==> src/rtl/grill_star_plant.sv <==
// Grill/star mechanism plant: converts motor commands into travel counters,
// decodes position sensor codes and flags illegal or interlocked commands.
module grill_star_plant #(
    parameter int GRILL_TRAVEL = 16,
    parameter int STAR_TRAVEL  = 12,
    parameter int CNT_W        = 8,
    parameter int INIT_GRILL   = 0,
    parameter int INIT_STAR    = 0
) (
    input  logic       i_clk,
    input  logic       i_rst_n,
    input  logic [3:0] i_motor_cmd,
    input  logic       i_stall,
    output logic [1:0] o_grill_pos,
    output logic [1:0] o_star_pos,
    output logic       o_fault,
    output logic [1:0] o_fault_code
);

    localparam logic [CNT_W-1:0] LP_G_END  = CNT_W'(GRILL_TRAVEL);
    localparam logic [CNT_W-1:0] LP_S_END  = CNT_W'(STAR_TRAVEL);
    localparam logic [CNT_W-1:0] LP_G_INIT = (INIT_GRILL != 0) ? LP_G_END : '0;
    localparam logic [CNT_W-1:0] LP_S_INIT = (INIT_STAR != 0) ? LP_S_END : '0;
    localparam logic [CNT_W-1:0] LP_ONE    = CNT_W'(1);

    logic [CNT_W-1:0] r_g_cnt;
    logic [CNT_W-1:0] r_s_cnt;
    logic             r_fault;
    logic [1:0]       r_fault_code;

    logic w_multi;
    logic w_grill_cmd;
    logic w_star_cmd;
    logic w_star_mid;
    logic w_grill_open;
    logic w_interlock;
    logic w_move_ok;

    // Clearing the lowest set bit leaves a nonzero value iff two or more bits are set.
    assign w_multi      = (i_motor_cmd & (i_motor_cmd - 4'd1)) != 4'd0;
    assign w_grill_cmd  = i_motor_cmd[3] | i_motor_cmd[2];
    assign w_star_cmd   = i_motor_cmd[1] | i_motor_cmd[0];
    assign w_star_mid   = (r_s_cnt != '0) && (r_s_cnt != LP_S_END);
    assign w_grill_open = (r_g_cnt == LP_G_END);
    assign w_interlock  = !w_multi &&
                          ((w_grill_cmd && w_star_mid) || (w_star_cmd && !w_grill_open));
    assign w_move_ok    = !i_stall && !w_multi && !w_interlock;

    always_ff @(posedge i_clk or negedge i_rst_n) begin
        if (!i_rst_n) begin
            r_g_cnt      <= LP_G_INIT;
            r_s_cnt      <= LP_S_INIT;
            r_fault      <= 1'b0;
            r_fault_code <= 2'b00;
        end else begin
            if ((w_multi || w_interlock) && !r_fault) begin
                r_fault      <= 1'b1;
                r_fault_code <= w_multi ? 2'b01 : 2'b10;
            end
            if (w_move_ok) begin
                if (i_motor_cmd[3] && r_g_cnt != LP_G_END) r_g_cnt <= r_g_cnt + LP_ONE;
                if (i_motor_cmd[2] && r_g_cnt != '0)       r_g_cnt <= r_g_cnt - LP_ONE;
                if (i_motor_cmd[1] && r_s_cnt != LP_S_END) r_s_cnt <= r_s_cnt + LP_ONE;
                if (i_motor_cmd[0] && r_s_cnt != '0)       r_s_cnt <= r_s_cnt - LP_ONE;
            end
        end
    end

    always_comb begin
        o_grill_pos = 2'b10;
        if (r_g_cnt == '0)            o_grill_pos = 2'b00;
        else if (r_g_cnt == LP_G_END) o_grill_pos = 2'b01;
        o_star_pos = 2'b10;
        if (r_s_cnt == '0)            o_star_pos = 2'b00;
        else if (r_s_cnt == LP_S_END) o_star_pos = 2'b01;
    end

    assign o_fault      = r_fault;
    assign o_fault_code = r_fault_code;

endmodule

==> config.mk <==
export PLATFORM = sky130hd
export DESIGN_NAME = grill_star_plant
export DESIGN_NICKNAME = d
export VERILOG_FILES = /design/src/rtl/grill_star_plant.sv
export SDC_FILE = /design/constraint.sdc
export NUM_CORES = 1
export LEC_CHECK = 0
export CORE_MARGIN = 3
export CORE_UTILIZATION = 40
export CTS_BUF_LIST = sky130_fd_sc_hd__clkbuf_4 sky130_fd_sc_hd__clkbuf_8 sky130_fd_sc_hd__clkbuf_16
export DETAILED_ROUTE_END_ITERATION = 10
export PLACE_DENSITY = 0.65
export SLEW_MARGIN = 20
export SYNTH_ARGS = -nofsm -noshare
export SYNTH_HDL_FRONTEND = slang
export SYNTH_SLANG_ARGS = --single-unit
==> constraint.sdc <==
create_clock -name i_clk -period 3.2 [get_ports i_clk]
set_clock_uncertainty 0.1 [all_clocks]
set_input_delay 0.64 -clock i_clk [delete_from_list [all_inputs] [get_ports i_clk]]
set_output_delay 0.64 -clock i_clk [all_outputs]
set_load 0.02 [all_outputs]
==> impl_metrics.env, run 1 <==
export IMPL_status="completed"
export IMPL_totalWireLength_mm=3.87
export IMPL_die_h_um=67.3
export IMPL_crit_family="compound AO/OA/AOI/OAI gates"
export IMPL_wl_per_cell_um=15.6
export IMPL_die_w_um=67.3
export IMPL_io_pins=14
export IMPL_place_area_sq_um=1870
export IMPL_swShare=0.427
export IMPL_tns_ns=0
export IMPL_slowest_delay_ns=0.59
export IMPL_grt_pass1_wl_mm=6.38
export IMPL_path_max_fanout=5
export IMPL_ant_nets=0
export IMPL_setup_ws_ns=0.0964
export IMPL_synth_edf_count=0
export IMPL_cts_sinks=19
export IMPL_hold_violations=0
export IMPL_first_pass_iters=4
export IMPL_regArea_sq_um=477
export IMPL_cts_made_buffers=3
export IMPL_critPathRequiredTime_ns=3.25
export IMPL_drtIter0Drc=79
export IMPL_antenna_found_initial=0
export IMPL_synthTopCellsByArea="dfrtp_1 32%, ha_1 7.5%, xor2_1 4.7%"
export IMPL_cts_tree="done"
export IMPL_clk_latency_ns=0.26
export IMPL_utilization=0.581
export IMPL_pwr_share_comb=0.674
export IMPL_netlist_area_sq_um=1500
export IMPL_period_needed_ns=3.10
export IMPL_synth_top_area_frac=0.316
export IMPL_row_count=21
export IMPL_synth_main_ff_cell="dfrtp_1"
export IMPL_finalSetupViolations=0
export IMPL_worstSetupStartpoint="r_s_cnt[1]"
export IMPL_p_per_area_nw_per_um2=867
export IMPL_fin_crit_sh=0.970
export IMPL_worstSetupStartpointType="register"
export IMPL_yosysSeqAreaShare=0.316
export IMPL_grtUsageTotal=0.181
export IMPL_grt_max_degree=20
export IMPL_crit_slowest_cell="or4_4"
export IMPL_fin_hold_ws_ns=0.414
export IMPL_clk_pin_slew_worst_paths_ns=0.08
export IMPL_cp_depth=11
export IMPL_p_seq_frac=0.226
export IMPL_die_area_sq_um=4530
export IMPL_yosysUniqueCellTypes=45
export IMPL_root_buffer="clkbuf_8"
export IMPL_diodes=0
export IMPL_ys_ff_latch=19
export IMPL_multi_input_area_sq_um=1100
export IMPL_clockBufferDepth=2
export IMPL_maxCapViolCount=0
export IMPL_fmax_mhz=322
export IMPL_crit_path_end="r_s_cnt[6]"
export IMPL_fill_cells=320
export IMPL_core_sq_um=3470
export IMPL_vdd_drop_max_mv=0.439
export IMPL_cts_hold_buf=0
export IMPL_vias=1409
export IMPL_setup_worst_path_end_class="register"
export IMPL_regToRegSetupSlack_ns=0.1
export IMPL_p_int_mw=1.00
export IMPL_final_cells=248
export IMPL_yosysMostFrequentCell="dfrtp_1"
export IMPL_synthArstFlopShare=1.00
export IMPL_dpl_cell_count=242
export IMPL_path_buf_inv=2
export IMPL_tightest_slew_ns=0.900
export IMPL_place_congestion=0.897
export IMPL_leakagePower_nw=0.855
export IMPL_initial_core_util=0.433
export IMPL_p_total_mw=1.75
export IMPL_synth_fp_nets=184
export IMPL_syn_inst=166
export IMPL_htree_levels=1
export IMPL_overflow=0
export IMPL_viasPerCell=5.68
export IMPL_dp_hpwl_mm=2.87
export IMPL_dp_slack_ns=-0.0481
export IMPL_io_buffers=13
export IMPL_regToRegEndpoint="r_s_cnt[6]"
export IMPL_crit_type="reg2reg"
export IMPL_nets=221
export IMPL_syn_avg_cell_area_sq_um=9.05
export IMPL_hold_path_class="reg2reg"
export IMPL_slew_limit_headroom=0.398
export IMPL_yosys_top_cells_count="19 x dfrtp_1, 17 x nand2_1, 13 x nor2_1, 10 x o21ai_0, 9 x ha_1"
export IMPL_stdcell_area_sq_um=2010
export IMPL_drive_gt1_frac=0.272
export IMPL_drc_errors=0
export IMPL_grt_pass1_vias=1372
export IMPL_power_switching_mw=0.746
export IMPL_worstPathArrival_ns=3.15
export IMPL_synth_area_leader_cell="dfrtp_1"
export IMPL_slew_violations=0
export IMPL_syn2layout_area_growth_pct=34.1
export IMPL_pwr_share_clk=0.100
export IMPL_path_cells="or4_4 > o21ai_4 > inv_4 > buf_4 > fa_1 > a21o_1 > a31o_2 > a21oi_1 > a2bb2oi_1 > nor2_1 > xor2_1"
export IMPL_r2r_start="r_s_cnt[1]"
export IMPL_synth_warnings=0
export IMPL_reg2reg_depth=11
-- worst register-to-register path, cell delays in order (launching register included) --
cell and delay (ns):
dfrtp_1 0.38, or4_4 0.59, o21ai_4 0.20, inv_4 0.08, buf_4 0.16, fa_1 0.40, a21o_1 0.23, a31o_2 0.25
a21oi_1 0.17, a2bb2oi_1 0.22, nor2_1 0.07, xor2_1 0.15
-- area by class of cell --
cell class              instances  area share
clock inverters                 1     0.00248
clock buffers                   3      0.0205
multi-input cells             137       0.545
well taps                      46      0.0286
repair buffers                 38       0.158
flip-flops and latches         19       0.237
inverters                       4     0.00870
-- how the worst min path moves through the flow --
stage | depth (start not counted) | slack [ns] | end | startpoint
2_1_floorplan | 0 | 0.24 | o_fault | i_rst_n
3_3_place_gp | 1 | 0.35 | r_g_cnt[7] | r_g_cnt[7]
3_5_place_dp | 1 | 0.37 | r_g_cnt[7] | r_g_cnt[7]
4_1_cts | 1 | 0.38 | r_g_cnt[7] | r_g_cnt[7]
5_1_grt | 1 | 0.44 | o_fault_code[1] | o_fault_code[1]
6_report | 1 | 0.41 | o_fault_code[1] | o_fault_code[1]
-- routing by layer --
metal | share of wire | up-vias | GRT usage | routed length, um
met3 | 0.037 | 5 | 0.0349 | 144
met4 | 0.0070 | 0 | 0.0152 | 27
met2 | 0.49 | 31 | 0.307 | 1890
met1 | 0.47 | 685 | 0.247 | 1810
li1 | - | 688 | - | -
met5 | 0 | - | 0 | 0
-- power groups by stage --
stage	Combinational, mW	Sequential [mW]	Clock, mW
6_report	1.18	0.394	0.174
5_1_grt	1.29	0.408	0.182
3_3_place_gp	0.989	0.385	0
4_1_cts	1.03	0.384	0.173
3_5_place_dp	1.02	0.388	0
2_1_floorplan	0.675	0.404	0
-- kinds of logic (layout without fill, tap and decap cells) --
kind of cell / count (synthesis) / after routing / synth area share
simple gates: 62 / 62 / 0.216
mux: 2 / 2 / 0.0150
fa+ha+maj: 12 / 12 / 0.108
xor+xnor: 15 / 15 / 0.0874
flops: 19 / 19 / 0.316
compound gates: 46 / 46 / 0.226
buf+inv: 10 / 46 / 0.0316
-- repair_timing --
| item | CTS | global route |
|---|---|---|
| setup buffers | 0 | 2 |
| resized for setup | 0 | 17 |
| setup endpoints to repair | 0 | 4 |
-- registers in the layout, summed over array words and instances (netlist names) --
register / flops
o_fault: 1
o_fault_code: 2
r_g_cnt: 8
r_s_cnt: 8
-- cell usage in the layout (no fill, tap or decap), types with 7 or more instances in the layout --
cell type | synthesis | routed
nor3_1 | 7 | 7
xnor2_1 | 7 | 7
nand2_1 | 17 | 17
xor2_1 | 8 | 8
dfrtp_1 | 19 | 18
clkdlybuf4s50_1 | 0 | 13
o21ai_0 | 10 | 9
buf_4 | 0 | 25
nor2_1 | 13 | 12
Power figures use the tool's default switching activity.
==> run 2: changes to the inputs <==
--- a/config.mk
+++ b/config.mk
@@ -5,11 +5,10 @@
 export SDC_FILE = /design/constraint.sdc
 export NUM_CORES = 1
 export LEC_CHECK = 0
-export CORE_MARGIN = 3
-export CORE_UTILIZATION = 40
+export CORE_UTILIZATION = 45
 export CTS_BUF_LIST = sky130_fd_sc_hd__clkbuf_4 sky130_fd_sc_hd__clkbuf_8 sky130_fd_sc_hd__clkbuf_16
 export DETAILED_ROUTE_END_ITERATION = 10
-export PLACE_DENSITY = 0.65
+export PLACE_DENSITY = 0.72
 export SLEW_MARGIN = 20
 export SYNTH_ARGS = -nofsm -noshare
 export SYNTH_HDL_FRONTEND = slang
==> impl_metrics.env, run 2 (synthesis gave the netlist of run 1 again) <==
export IMPL_ant_nets=0
export IMPL_reg2reg_depth=10
export IMPL_regToRegSetupSlack_ns=0.06
export IMPL_drc_errors=0
export IMPL_place_congestion=0.956
export IMPL_grt_pass1_wl_mm=5.81
export IMPL_die_area_sq_um=3570
export IMPL_cts_made_buffers=3
export IMPL_grt_pass1_vias=1320
export IMPL_p_per_area_nw_per_um2=833
export IMPL_clk_pin_slew_worst_paths_ns=0.11
export IMPL_holdPathEnd="r_g_cnt[7]"
export IMPL_vdd_drop_max_mv=0.605
export IMPL_hold_violations=0
export IMPL_die_w_um=59.8
export IMPL_rsz0062_at_grt="true"
export IMPL_r2r_start="r_s_cnt[0]"
export IMPL_slew_limit_headroom=0.412
export IMPL_io_pins=14
export IMPL_nets=221
export IMPL_hold_path_class="reg2reg"
export IMPL_slew_violations=0
export IMPL_drive_gt1_frac=0.243
export IMPL_wl_met1_mm=1.67
export IMPL_cts_tree="done"
export IMPL_path_max_fanout=5
export IMPL_p_total_mw=1.61
export IMPL_dr_wl_met3_um=155
export IMPL_maxCapViolCount=0
export IMPL_stdcell_area_sq_um=1930
export IMPL_clk_latency_ns=0.30
export IMPL_hp_start="r_g_cnt[7]"
export IMPL_worstSetupStartpointType="register"
export IMPL_dp_hpwl_mm=2.88
export IMPL_row_count=20
export IMPL_fmax_mhz=318
export IMPL_initial_core_util=0.484
export IMPL_clockBufferDepth=2
export IMPL_wl_per_cell_um=15.1
export IMPL_cts_hold_buf=0
export IMPL_fin_crit_sh=0.983
export IMPL_worstPathArrival_ns=3.23
export IMPL_drtIter0Drc=58
export IMPL_highest_layer="met4"
export IMPL_vias=1393
export IMPL_viasPerCell=5.66
export IMPL_tns_ns=0
export IMPL_antenna_found_initial=0
export IMPL_cts_sinks=19
export IMPL_io_buffers=13
export IMPL_regToRegEndpoint="r_s_cnt[7]"
export IMPL_dpl_cell_count=238
export IMPL_status="completed"
export IMPL_totalWireLength_mm=3.71
export IMPL_final_cells=246
export IMPL_finalSetupViolations=0
export IMPL_grtUsageTotal=0.218
export IMPL_tightest_slew_ns=0.879
export IMPL_fin_hold_ws_ns=0.382
export IMPL_place_area_sq_um=1850
export IMPL_die_h_um=59.8
export IMPL_layout_common_cells="25 x buf_4, 19 x dfrtp_1, 16 x nand2_1, 13 x nor2_1, 13 x clkdlybuf4s50_1"
export IMPL_root_buffer="clkbuf_4"
export IMPL_diodes=0
export IMPL_htree_levels=1
export IMPL_dr_wl_met2_mm=1.85
export IMPL_period_needed_ns=3.14
export IMPL_critPathRequiredTime_ns=3.28
export IMPL_first_pass_iters=4
export IMPL_layout_commonest_cell="buf_4"
export IMPL_holdPathStages=1
export IMPL_syn2layout_area_growth_pct=28.6
export IMPL_setup_worst_path_end_class="register"
export IMPL_core_sq_um=3100
export IMPL_overflow=0
export IMPL_crit_type="reg2reg"
export IMPL_grt_max_degree=20
export IMPL_leakagePower_nw=0.849
[run 2: changes by cell type in the layout (fill, tap and decap cells not counted), moves of 3 or more]
cell	delta
clkbuf_4	+4
clkbuf_8	-3
ha_1	+3
ha_4	-3
[run 2: metal layers]
| metal | up-vias | track usage |
|---|---|---|
| li1 | 691 | - |
| met5 | - | 0 |
| met4 | 0 | 0.0399 |
| met1 | 655 | 0.262 |
| met3 | 4 | 0.0519 |
| met2 | 43 | 0.395 |
[run 2: worst max path at each step]
stage,start,to,slack (ns),depth (start not counted)
after floorplan,r_s_cnt[3],r_s_cnt[7],0.07,11
after global placement,i_motor_cmd[0],r_s_cnt[7],0.04,10
after detailed placement,i_motor_cmd[0],r_s_cnt[7],-0.14,10
after CTS,r_s_cnt[5],r_s_cnt[7],0.02,10
after global routing,r_g_cnt[6],r_g_cnt[7],-0.04,10
final,r_s_cnt[0],r_s_cnt[7],0.06,10
[run 2: area by class of cell]
type,count,area (sq um)
fillers,276,1170
well taps,44,55.1
multi-input cells,137,1040
inverters,4,17.5
repair buffers,38,318
clock buffers,4,30.0
flip-flops and latches,19,475
[run 2: report_power, final]
group / leakage [nW] / internal (mW) / switching (mW) / total, mW
combinational: 0.590 / 0.534 / 0.548 / 1.08
sequential: 0.240 / 0.320 / 0.0751 / 0.395
clock: 0.0184 / 0.0571 / 0.0748 / 0.132
total: 0.849 / 0.911 / 0.697 / 1.61
[run 2: metrics by stage]
| step | utilization | setup slack [ns] |
|---|---|---|
| final | 0.623 | 0.0560 |
| after global routing | 0.623 | -0.0409 |
| after CTS | 0.606 | 0.0172 |
| after detailed placement | 0.596 | -0.136 |
| after global placement | 0.596 | 0.0375 |
| after floorplan | - | 0.0702 |
[run 2: repair_timing]
item,4_1_cts,5_1_grt
gates cloned,0,0
endpoints found under the setup margin,1,3
pin swaps,1,4
setup buffers,0,4
gates resized for setup,1,6
[run 2: worst max-delay path, cell delays in order, from the launching register on]
cell	delay, ns
dfrtp_1	0.39
or4_4	0.59
o21ai_4	0.21
inv_4	0.08
buf_4	0.16
ha_1	0.31
o211ai_1	0.16
or3_1	0.17
nor3_1	0.05
a2111oi_2	0.35
or4b_1	0.46
